<file path="src/rtl/fb_pkg.sv">
// Shared frame-buffer constants, read-return tags and round-robin pointer encoding.
package fb_pkg;

   localparam int unsigned FB_ADDR_W = 19;
   localparam int unsigned FB_DATA_W = 8;
   localparam int unsigned FB_IMG_X  = 640;
   localparam int unsigned FB_IMG_Y  = 480;
   localparam int unsigned FB_FCNT_W = 20;

   typedef enum logic [1:0] {
      TAG_NONE = 2'd0,
      TAG_DISP = 2'd1,
      TAG_RB   = 2'd2
   } fb_tag_e;

   typedef enum logic {
      RR_WR = 1'b0,
      RR_RB = 1'b1
   } fb_rr_e;

   function automatic logic [FB_FCNT_W-1:0] fcnt_sat_inc(input logic [FB_FCNT_W-1:0] v,
                                                         input logic             inc);
      return (inc && (v != '1)) ? v + FB_FCNT_W'(1) : v;
   endfunction

endpackage

</file>
<file path="src/rtl/fb_port_arbiter_if.sv">
// Client and RAM-side signal bundle of the frame-buffer port arbiter.
interface fb_port_arbiter_if
   import fb_pkg::*;
#(
   parameter int unsigned ADDR_W = FB_ADDR_W,
   parameter int unsigned DATA_W = FB_DATA_W
);

   logic                 FRAME_START;
   logic                 VBLANK;
   logic                 DISP_REQ;
   logic [ADDR_W-1:0]    DISP_ADDR;
   logic [DATA_W-1:0]    DISP_DATA;
   logic                 WR_VALID;
   logic                 WR_READY;
   logic [ADDR_W-1:0]    WR_ADDR;
   logic [DATA_W-1:0]    WR_DATA;
   logic                 RB_VALID;
   logic                 RB_READY;
   logic [ADDR_W-1:0]    RB_ADDR;
   logic [DATA_W-1:0]    RB_DATA;
   logic                 RB_DATA_VALID;
   logic [ADDR_W-1:0]    RAM_ADDR;
   logic                 RAM_WE;
   logic [DATA_W-1:0]    RAM_WDATA;
   logic [DATA_W-1:0]    RAM_RDATA;
   logic                 WR_STARVED;
   logic [FB_FCNT_W-1:0] FRAME_WR_COUNT;

   modport slave (
      input  FRAME_START, VBLANK, DISP_REQ, DISP_ADDR, WR_VALID, WR_ADDR, WR_DATA,
             RB_VALID, RB_ADDR, RAM_RDATA,
      output DISP_DATA, WR_READY, RB_READY, RB_DATA, RB_DATA_VALID,
             RAM_ADDR, RAM_WE, RAM_WDATA, WR_STARVED, FRAME_WR_COUNT
   );

   modport master (
      output FRAME_START, VBLANK, DISP_REQ, DISP_ADDR, WR_VALID, WR_ADDR, WR_DATA,
             RB_VALID, RB_ADDR, RAM_RDATA,
      input  DISP_DATA, WR_READY, RB_READY, RB_DATA, RB_DATA_VALID,
             RAM_ADDR, RAM_WE, RAM_WDATA, WR_STARVED, FRAME_WR_COUNT
   );

endinterface

</file>
<file path="src/rtl/fb_rr_grant.sv">
// Two-requester round-robin (writer vs readback) that yields entirely while blocked.
module fb_rr_grant
   import fb_pkg::*;
(
   input  logic clk_i,
   input  logic rst_ni,
   input  logic block_i,
   input  logic wr_elig_i,
   input  logic rb_req_i,
   output logic wr_gnt_o,
   output logic rb_gnt_o
);

   fb_rr_e ptr_q, ptr_d;

   // A grant is always a handshake because it already requires the requester's VALID.
   always_comb begin
      wr_gnt_o = 1'b0;
      rb_gnt_o = 1'b0;
      ptr_d    = ptr_q;
      if (!block_i) begin
         if (wr_elig_i && (!rb_req_i || (ptr_q == RR_WR))) begin
            wr_gnt_o = 1'b1;
         end else if (rb_req_i) begin
            rb_gnt_o = 1'b1;
         end
      end
      if (wr_gnt_o) begin
         ptr_d = RR_RB;
      end else if (rb_gnt_o) begin
         ptr_d = RR_WR;
      end
   end

   always_ff @(posedge clk_i) begin
      if (!rst_ni) begin
         ptr_q <= RR_WR;
      end else begin
         ptr_q <= ptr_d;
      end
   end

endmodule

</file>
<file path="src/rtl/fb_port_arbiter.sv">
// Frame-buffer RAM arbiter: display reads first, writer/readback round-robined,
// registered RAM stage with a tag pipe steering RAM_RDATA back to its requester.
module fb_port_arbiter
   import fb_pkg::*;
#(
   parameter int unsigned ADDR_W       = FB_ADDR_W,
   parameter int unsigned DATA_W       = FB_DATA_W,
   parameter int unsigned STARVE_LIMIT = 1024,
   parameter int unsigned FRAME_LOCK   = 0
) (
   input  logic             CLK_PX,
   input  logic             RST_n,
   fb_port_arbiter_if.slave bus
);

   localparam int unsigned SC_W = $clog2(STARVE_LIMIT + 1);

   logic wr_elig, wr_gnt, rb_gnt;

   logic [ADDR_W-1:0]    ram_addr_q, ram_addr_d;
   logic                 ram_we_q, ram_we_d;
   logic [DATA_W-1:0]    ram_wdata_q, ram_wdata_d;
   fb_tag_e              tag_q, tag_d;
   logic [DATA_W-1:0]    disp_data_q, disp_data_d;
   logic [DATA_W-1:0]    rb_data_q, rb_data_d;
   logic                 rb_dv_q, rb_dv_d;
   logic [SC_W-1:0]      starve_q, starve_d;
   logic [FB_FCNT_W-1:0] fcnt_q, fcnt_d;
   logic [FB_FCNT_W-1:0] fwc_q, fwc_d;
   logic [FB_FCNT_W-1:0] fcnt_inc;

   assign wr_elig = bus.WR_VALID && ((FRAME_LOCK == 0) || bus.VBLANK);

   fb_rr_grant u_rr (
      .clk_i     (CLK_PX),
      .rst_ni    (RST_n),
      .block_i   (bus.DISP_REQ),
      .wr_elig_i (wr_elig),
      .rb_req_i  (bus.RB_VALID),
      .wr_gnt_o  (wr_gnt),
      .rb_gnt_o  (rb_gnt)
   );

   assign fcnt_inc = fcnt_sat_inc(fcnt_q, wr_gnt);

   always_comb begin
      ram_addr_d  = ram_addr_q;
      ram_we_d    = 1'b0;
      ram_wdata_d = ram_wdata_q;
      tag_d       = TAG_NONE;
      if (bus.DISP_REQ) begin
         ram_addr_d = bus.DISP_ADDR;
         tag_d      = TAG_DISP;
      end else if (wr_gnt) begin
         ram_addr_d  = bus.WR_ADDR;
         ram_wdata_d = bus.WR_DATA;
         ram_we_d    = 1'b1;
      end else if (rb_gnt) begin
         ram_addr_d = bus.RB_ADDR;
         tag_d      = TAG_RB;
      end

      // RAM_RDATA belongs to the address registered last cycle, i.e. to tag_q.
      disp_data_d = disp_data_q;
      rb_data_d   = rb_data_q;
      rb_dv_d     = 1'b0;
      case (tag_q)
         TAG_DISP: disp_data_d = bus.RAM_RDATA;
         TAG_RB: begin
            rb_data_d = bus.RAM_RDATA;
            rb_dv_d   = 1'b1;
         end
         default: ;
      endcase

      if (!bus.WR_VALID || wr_gnt) begin
         starve_d = '0;
      end else if (starve_q != SC_W'(STARVE_LIMIT)) begin
         starve_d = starve_q + SC_W'(1);
      end else begin
         starve_d = starve_q;
      end

      fwc_d  = fwc_q;
      fcnt_d = fcnt_inc;
      if (bus.FRAME_START) begin
         fwc_d  = fcnt_inc;
         fcnt_d = FB_FCNT_W'(wr_gnt);
      end
   end

   always_ff @(posedge CLK_PX) begin
      if (!RST_n) begin
         ram_addr_q  <= '0;
         ram_we_q    <= 1'b0;
         ram_wdata_q <= '0;
         tag_q       <= TAG_NONE;
         disp_data_q <= '0;
         rb_data_q   <= '0;
         rb_dv_q     <= 1'b0;
         starve_q    <= '0;
         fcnt_q      <= '0;
         fwc_q       <= '0;
      end else begin
         ram_addr_q  <= ram_addr_d;
         ram_we_q    <= ram_we_d;
         ram_wdata_q <= ram_wdata_d;
         tag_q       <= tag_d;
         disp_data_q <= disp_data_d;
         rb_data_q   <= rb_data_d;
         rb_dv_q     <= rb_dv_d;
         starve_q    <= starve_d;
         fcnt_q      <= fcnt_d;
         fwc_q       <= fwc_d;
      end
   end

   assign bus.WR_READY       = wr_gnt;
   assign bus.RB_READY       = rb_gnt;
   assign bus.RAM_ADDR       = ram_addr_q;
   assign bus.RAM_WE         = ram_we_q;
   assign bus.RAM_WDATA      = ram_wdata_q;
   assign bus.DISP_DATA      = disp_data_q;
   assign bus.RB_DATA        = rb_data_q;
   assign bus.RB_DATA_VALID  = rb_dv_q;
   assign bus.WR_STARVED     = (starve_q == SC_W'(STARVE_LIMIT));
   assign bus.FRAME_WR_COUNT = fwc_q;

endmodule

</file>
<file path="src/flat_wrapper.sv">
// flat-port wrapper written by rule: the top's interface ports become plain ports
module fb_port_arbiter_flat import fb_pkg::*;
#(
   parameter int unsigned ADDR_W       = FB_ADDR_W,
   parameter int unsigned DATA_W       = FB_DATA_W,
   parameter int unsigned STARVE_LIMIT = 1024,
   parameter int unsigned FRAME_LOCK   = 0
)
  (CLK_PX, RST_n, bus_FRAME_START, bus_VBLANK, bus_DISP_REQ, bus_DISP_ADDR, bus_WR_VALID, bus_WR_ADDR, bus_WR_DATA, bus_RB_VALID, bus_RB_ADDR, bus_RAM_RDATA, bus_DISP_DATA, bus_WR_READY, bus_RB_READY, bus_RB_DATA, bus_RB_DATA_VALID, bus_RAM_ADDR, bus_RAM_WE, bus_RAM_WDATA, bus_WR_STARVED, bus_FRAME_WR_COUNT);
  fb_port_arbiter_if #(.ADDR_W(ADDR_W), .DATA_W(DATA_W)) bus_i ();
  input  logic CLK_PX;
  input  logic RST_n;
  input wire logic [$bits(bus_i.FRAME_START)-1:0] bus_FRAME_START;
  input wire logic [$bits(bus_i.VBLANK)-1:0] bus_VBLANK;
  input wire logic [$bits(bus_i.DISP_REQ)-1:0] bus_DISP_REQ;
  input wire logic [$bits(bus_i.DISP_ADDR)-1:0] bus_DISP_ADDR;
  input wire logic [$bits(bus_i.WR_VALID)-1:0] bus_WR_VALID;
  input wire logic [$bits(bus_i.WR_ADDR)-1:0] bus_WR_ADDR;
  input wire logic [$bits(bus_i.WR_DATA)-1:0] bus_WR_DATA;
  input wire logic [$bits(bus_i.RB_VALID)-1:0] bus_RB_VALID;
  input wire logic [$bits(bus_i.RB_ADDR)-1:0] bus_RB_ADDR;
  input wire logic [$bits(bus_i.RAM_RDATA)-1:0] bus_RAM_RDATA;
  output wire logic [$bits(bus_i.DISP_DATA)-1:0] bus_DISP_DATA;
  output wire logic [$bits(bus_i.WR_READY)-1:0] bus_WR_READY;
  output wire logic [$bits(bus_i.RB_READY)-1:0] bus_RB_READY;
  output wire logic [$bits(bus_i.RB_DATA)-1:0] bus_RB_DATA;
  output wire logic [$bits(bus_i.RB_DATA_VALID)-1:0] bus_RB_DATA_VALID;
  output wire logic [$bits(bus_i.RAM_ADDR)-1:0] bus_RAM_ADDR;
  output wire logic [$bits(bus_i.RAM_WE)-1:0] bus_RAM_WE;
  output wire logic [$bits(bus_i.RAM_WDATA)-1:0] bus_RAM_WDATA;
  output wire logic [$bits(bus_i.WR_STARVED)-1:0] bus_WR_STARVED;
  output wire logic [$bits(bus_i.FRAME_WR_COUNT)-1:0] bus_FRAME_WR_COUNT;
  assign bus_i.FRAME_START = bus_FRAME_START;
  assign bus_i.VBLANK = bus_VBLANK;
  assign bus_i.DISP_REQ = bus_DISP_REQ;
  assign bus_i.DISP_ADDR = bus_DISP_ADDR;
  assign bus_i.WR_VALID = bus_WR_VALID;
  assign bus_i.WR_ADDR = bus_WR_ADDR;
  assign bus_i.WR_DATA = bus_WR_DATA;
  assign bus_i.RB_VALID = bus_RB_VALID;
  assign bus_i.RB_ADDR = bus_RB_ADDR;
  assign bus_i.RAM_RDATA = bus_RAM_RDATA;
  assign bus_DISP_DATA = bus_i.DISP_DATA;
  assign bus_WR_READY = bus_i.WR_READY;
  assign bus_RB_READY = bus_i.RB_READY;
  assign bus_RB_DATA = bus_i.RB_DATA;
  assign bus_RB_DATA_VALID = bus_i.RB_DATA_VALID;
  assign bus_RAM_ADDR = bus_i.RAM_ADDR;
  assign bus_RAM_WE = bus_i.RAM_WE;
  assign bus_RAM_WDATA = bus_i.RAM_WDATA;
  assign bus_WR_STARVED = bus_i.WR_STARVED;
  assign bus_FRAME_WR_COUNT = bus_i.FRAME_WR_COUNT;
  fb_port_arbiter #(.ADDR_W(ADDR_W), .DATA_W(DATA_W), .STARVE_LIMIT(STARVE_LIMIT), .FRAME_LOCK(FRAME_LOCK)) u_core (.CLK_PX(CLK_PX), .RST_n(RST_n), .bus(bus_i));
endmodule
</file>
<file path="config.mk">
export PLATFORM = sky130hd
export DESIGN_NAME = fb_port_arbiter_flat
export DESIGN_NICKNAME = d
export VERILOG_FILES = /design/src/rtl/fb_pkg.sv /design/src/rtl/fb_port_arbiter_if.sv /design/src/rtl/fb_rr_grant.sv /design/src/rtl/fb_port_arbiter.sv /design/src/flat_wrapper.sv
export SDC_FILE = /design/constraint.sdc
export NUM_CORES = 1
export LEC_CHECK = 0
export CAP_MARGIN = 0
export CORE_MARGIN = 2
export CORE_UTILIZATION = 41
export CTS_CLUSTER_SIZE = 24
export DETAILED_ROUTE_END_ITERATION = 7
export PLACE_DENSITY_LB_ADDON = 0.05
export SLEW_MARGIN = 20
export SYNTH_ARGS = -nofsm -noshare
export SYNTH_HDL_FRONTEND = slang
export SYNTH_SLANG_ARGS = --single-unit
</file>
<file path="constraint.sdc">
create_clock -name CLK_PX -period 1.62 [get_ports CLK_PX]
set_clock_uncertainty 0.05 [all_clocks]
set_input_delay 0.324 -clock CLK_PX [delete_from_list [all_inputs] [get_ports CLK_PX]]
set_output_delay 0.324 -clock CLK_PX [all_outputs]
set_load 0.05 [all_outputs]
</file>
==> reports/qor.csv <==
stage;metric;value;unit
synthesis;count of mapped cells out of synthesis;487;
synthesis;area share of the largest cell type after synthesis;46.2;%
route;1st-iter DRT viols;159;
synthesis;biggest area contributors in the synthesized netlist;sky130_fd_sc_hd__dfxtp_1 46%, sky130_fd_sc_hd__a21oi_1 6.9%, sky130_fd_sc_hd__nand2_1 5.4%;
placed_design;weighted congestion at the end of routability-driven global placement;0.850;
route;number of search-and-repair iterations in the first detailed-routing pass;4;
sta;tightest hold margin;0.405;ns
sta;smallest setup slack after layout;-0.217;ns
synthesis;Mean Syn Cell Area;8.80;sq um
global_routing;largest net degree at the start of global routing;39;
sta;transition at the pin with the smallest max-transition slack;0.389;ns
sta;unrepaired setup endpoints after global routing;yes;
global_routing;number of global-route vias before repair;4261;
layout;Final Instance Area;7420;sq um
setup_path;data required time of the worst path;1.25;ns
floorplan;number of rows in the core area;37;
layout;Antenna diodes;0;
layout;final non-filler cell total;838;
run_status;run status;complete, but fails checks;
synthesis;number of unique standard cell types used by synthesis;45;
floorplan;Initial Util;41.9;%
floorplan;die area;11300;sq um
floorplan;chip height;106;microns
setup_path;kind of capture point of the worst setup path;output pin;
synthesis;post-synth top area cell;sky130_fd_sc_hd__dfxtp_1;
clocking;clock input transition at the sequential cells of the worst setup and hold paths;0.10;ns
setup_path;Worst EP arrival;1.46;ns
run_status;failing checks;negative setup slack;
clocking;hold bufs inserted after CTS;0;
setup_path;Worst Path Class, Setup;reg -> out;
route;number of routed nets with antenna violations;0;
sta;Final period util;113;%
route;routed via count divided by cell count;5.10;
route;wire per inst;15.5;microns
layout;proportion of layout cells with a drive suffix above 1;37.6;%
route;total via count after detailed routing;4273;
floorplan;total core area;10200;sq um
synthesis;net count of the mapped netlist;570;
layout;NumNets Final;780;
clocking;number of levels the H-tree was split into;3;
clocking;Clock Latency Late Sink;0.37;ns
layout;final core occ;72.5;%
placed_design;Placed Area;6560;sq um
floorplan;x dimension of the die;106;microns
synthesis;count of warnings emitted by yosys;0;
global_routing;initial antenna violation count;0;
synthesis;part of the Yosys area used for sequential elements;46.2;%
synthesis;Synth Cell Area;4290;sq um
clocking;CTS tree;built;
placed_design;placed cell count;799;
sta;maximum clock frequency;544;MHz
power_and_ir_drop;sum of internal, switching and leakage power;5.50;mW
sta;Final Setup Violations;39;
global_routing;all-layer global routing usage;22.4;%
sta;endpoints failing hold;0;
run;Max Cap Viol;0;
placed_design;PortBufs;146;
sta;remaining max-slew budget at the tightest pin;73.9;%
floorplan;I/O pin total;148;
global_routing;final global-route overflow total;0;
synthesis;dominant cell by count in the synthesized netlist;sky130_fd_sc_hd__dfxtp_1;
sta;Max Transition Viols Final;0;
setup_path;Critical Path Fanout Max;2;
clocking;number of sinks driven by the clock tree;99;
clocking;Num CTS Buffers;9;
synthesis;fraction of synthesis flops using an asynchronous set or reset pin;0;%
hold_path;type of the most critical hold path;reg -> reg;
synthesis;primary flip-flop cell chosen by synthesis mapping;sky130_fd_sc_hd__dfxtp_1;
synthesis;flip-flop and latch count after synthesis;99;
placed_design;post-DP HPWL;8880;microns
layout;Layout fillers;749;
route;DRC violation count after routing;0;
layout;layout overhead on the synthesized area;73.1;%
sta;summed negative setup slack over all endpoints;-2.48;ns
global_routing;first-pass GRT wire length;20100;microns
power_and_ir_drop;worst IR drop on VDD;0.000481;V
setup_path;crit start category;flip-flop;
synthesis;most instantiated cells after synthesis;99 x sky130_fd_sc_hd__dfxtp_1, 62 x sky130_fd_sc_hd__nand2_1, 59 x sky130_fd_sc_hd__a21oi_1;
power_and_ir_drop;P_leak;2.86;nW
placed_design;dpl ws;-0.528;ns
power_and_ir_drop;P per Cell Area;742;nW/um^2
synthesis;number of flops mapped to enable cells by yosys;0;
clocking;CTS max path bufs;2;
route;total wire length after detailed routing;13000;microns
clocking;root buffer selected by CTS;sky130_fd_sc_hd__clkbuf_8;
sta;final worst path period need;1.84;ns
[flip-flops by register name, indices dropped and copies added (netlist names)]
signal / cells
u_core.bus.RB_DATA_VALID: 1
u_core.starve_q: 11
u_core.fcnt_q: 20
u_core.bus.RAM_ADDR: 19
u_core.bus.DISP_DATA: 8
u_core.bus.RAM_WDATA: 8
u_core.tag_q: 2
u_core.u_rr.ptr_q: 1
u_core.bus.FRAME_WR_COUNT: 20
u_core.bus.RAM_WE: 1
u_core.bus.RB_DATA: 8
[cell type report]
type                    instances  area, sq um  share of cell area, %
multi-input cells             353         2590                   34.9
clock buffers                   9          124                   1.67
repair buffers                227         2420                   32.6
clock inverters                 7         80.1                   1.08
inverters                       7         31.3                  0.422
flip-flops and latches         99         2010                   27.1
well taps                     136          170                   2.29
[metal layers]
layer	part of all wire, %	track usage [%]
met5	0	0
met2	51	40.0
met3	6.6	4.90
met1	41	26.0
met4	1.8	8.46
[worst max-delay path, cell delays in order (launching register included)]
cell	delay, ns
sky130_fd_sc_hd__dfxtp_2	0.35
sky130_fd_sc_hd__nand2_2	0.05
sky130_fd_sc_hd__and2_4	0.16
sky130_fd_sc_hd__buf_12	0.12
sky130_fd_sc_hd__nor3b_4	0.23
sky130_fd_sc_hd__buf_12	0.18
[logic make-up after synthesis]
family / synth area share [%]
buf+inv: 3.30
compound gates: 15.9
mux: 7.36
flops: 46.2
simple gates: 21.0
fa+ha+maj: 0.876
xor+xnor: 5.31
[repair_timing]
action                     4_1_cts  5_1_grt
pin swaps                       31       34
cloned                           1        1
setup endpoints to repair       59       61
gates resized for setup         61       44
setup buffers                   14       11
[power breakdown]
group,switching [mW],internal (mW)
Combinational,0.627,0.599
Sequential,0.0715,2.53
Clock,0.938,0.740
[worst paths after layout]
| path | depth (start not counted) | start | to | slack, ns |
|---|---|---|---|---|
| setup reg to reg | 7 | u_core.fcnt_q[18] | u_core.bus.FRAME_WR_COUNT[1] | -0.17 |
| setup / recovery | 5 | u_core.u_rr.ptr_q | bus_RB_READY | -0.22 |
| hold / removal | 2 | u_core.bus.RAM_ADDR[15] | u_core.bus.RAM_ADDR[15] | 0.40 |
| hold reg to reg | 2 | u_core.bus.RAM_ADDR[15] | u_core.bus.RAM_ADDR[15] | 0.40 |
[cells in the final DEF, fill, tap and decap left out, types with 5 or more instances in the layout]
| cell | instances |
|---|---|
| sky130_fd_sc_hd__dfxtp_1 | 79 |
| sky130_fd_sc_hd__buf_6 | 6 |
| sky130_fd_sc_hd__and3_1 | 5 |
| sky130_fd_sc_hd__xnor2_1 | 8 |
| sky130_fd_sc_hd__a21oi_1 | 53 |
| sky130_fd_sc_hd__nand2b_1 | 22 |
| sky130_fd_sc_hd__o211ai_1 | 19 |
| sky130_fd_sc_hd__nand2_1 | 60 |
| sky130_fd_sc_hd__o21ai_0 | 20 |
| sky130_fd_sc_hd__clkdlybuf4s50_1 | 75 |
| sky130_fd_sc_hd__mux2_2 | 18 |
| sky130_fd_sc_hd__nand3_1 | 10 |
| sky130_fd_sc_hd__mux2i_1 | 9 |
| sky130_fd_sc_hd__xnor2_2 | 11 |
| sky130_fd_sc_hd__xor2_1 | 7 |
| sky130_fd_sc_hd__buf_4 | 102 |
| sky130_fd_sc_hd__dfxtp_2 | 18 |
| sky130_fd_sc_hd__inv_1 | 5 |
| sky130_fd_sc_hd__clkbuf_8 | 9 |
| sky130_fd_sc_hd__buf_12 | 36 |
| sky130_fd_sc_hd__nor2_1 | 41 |
| sky130_fd_sc_hd__nand4_1 | 7 |
No activity file was read; power rests on OpenSTA's default activity.
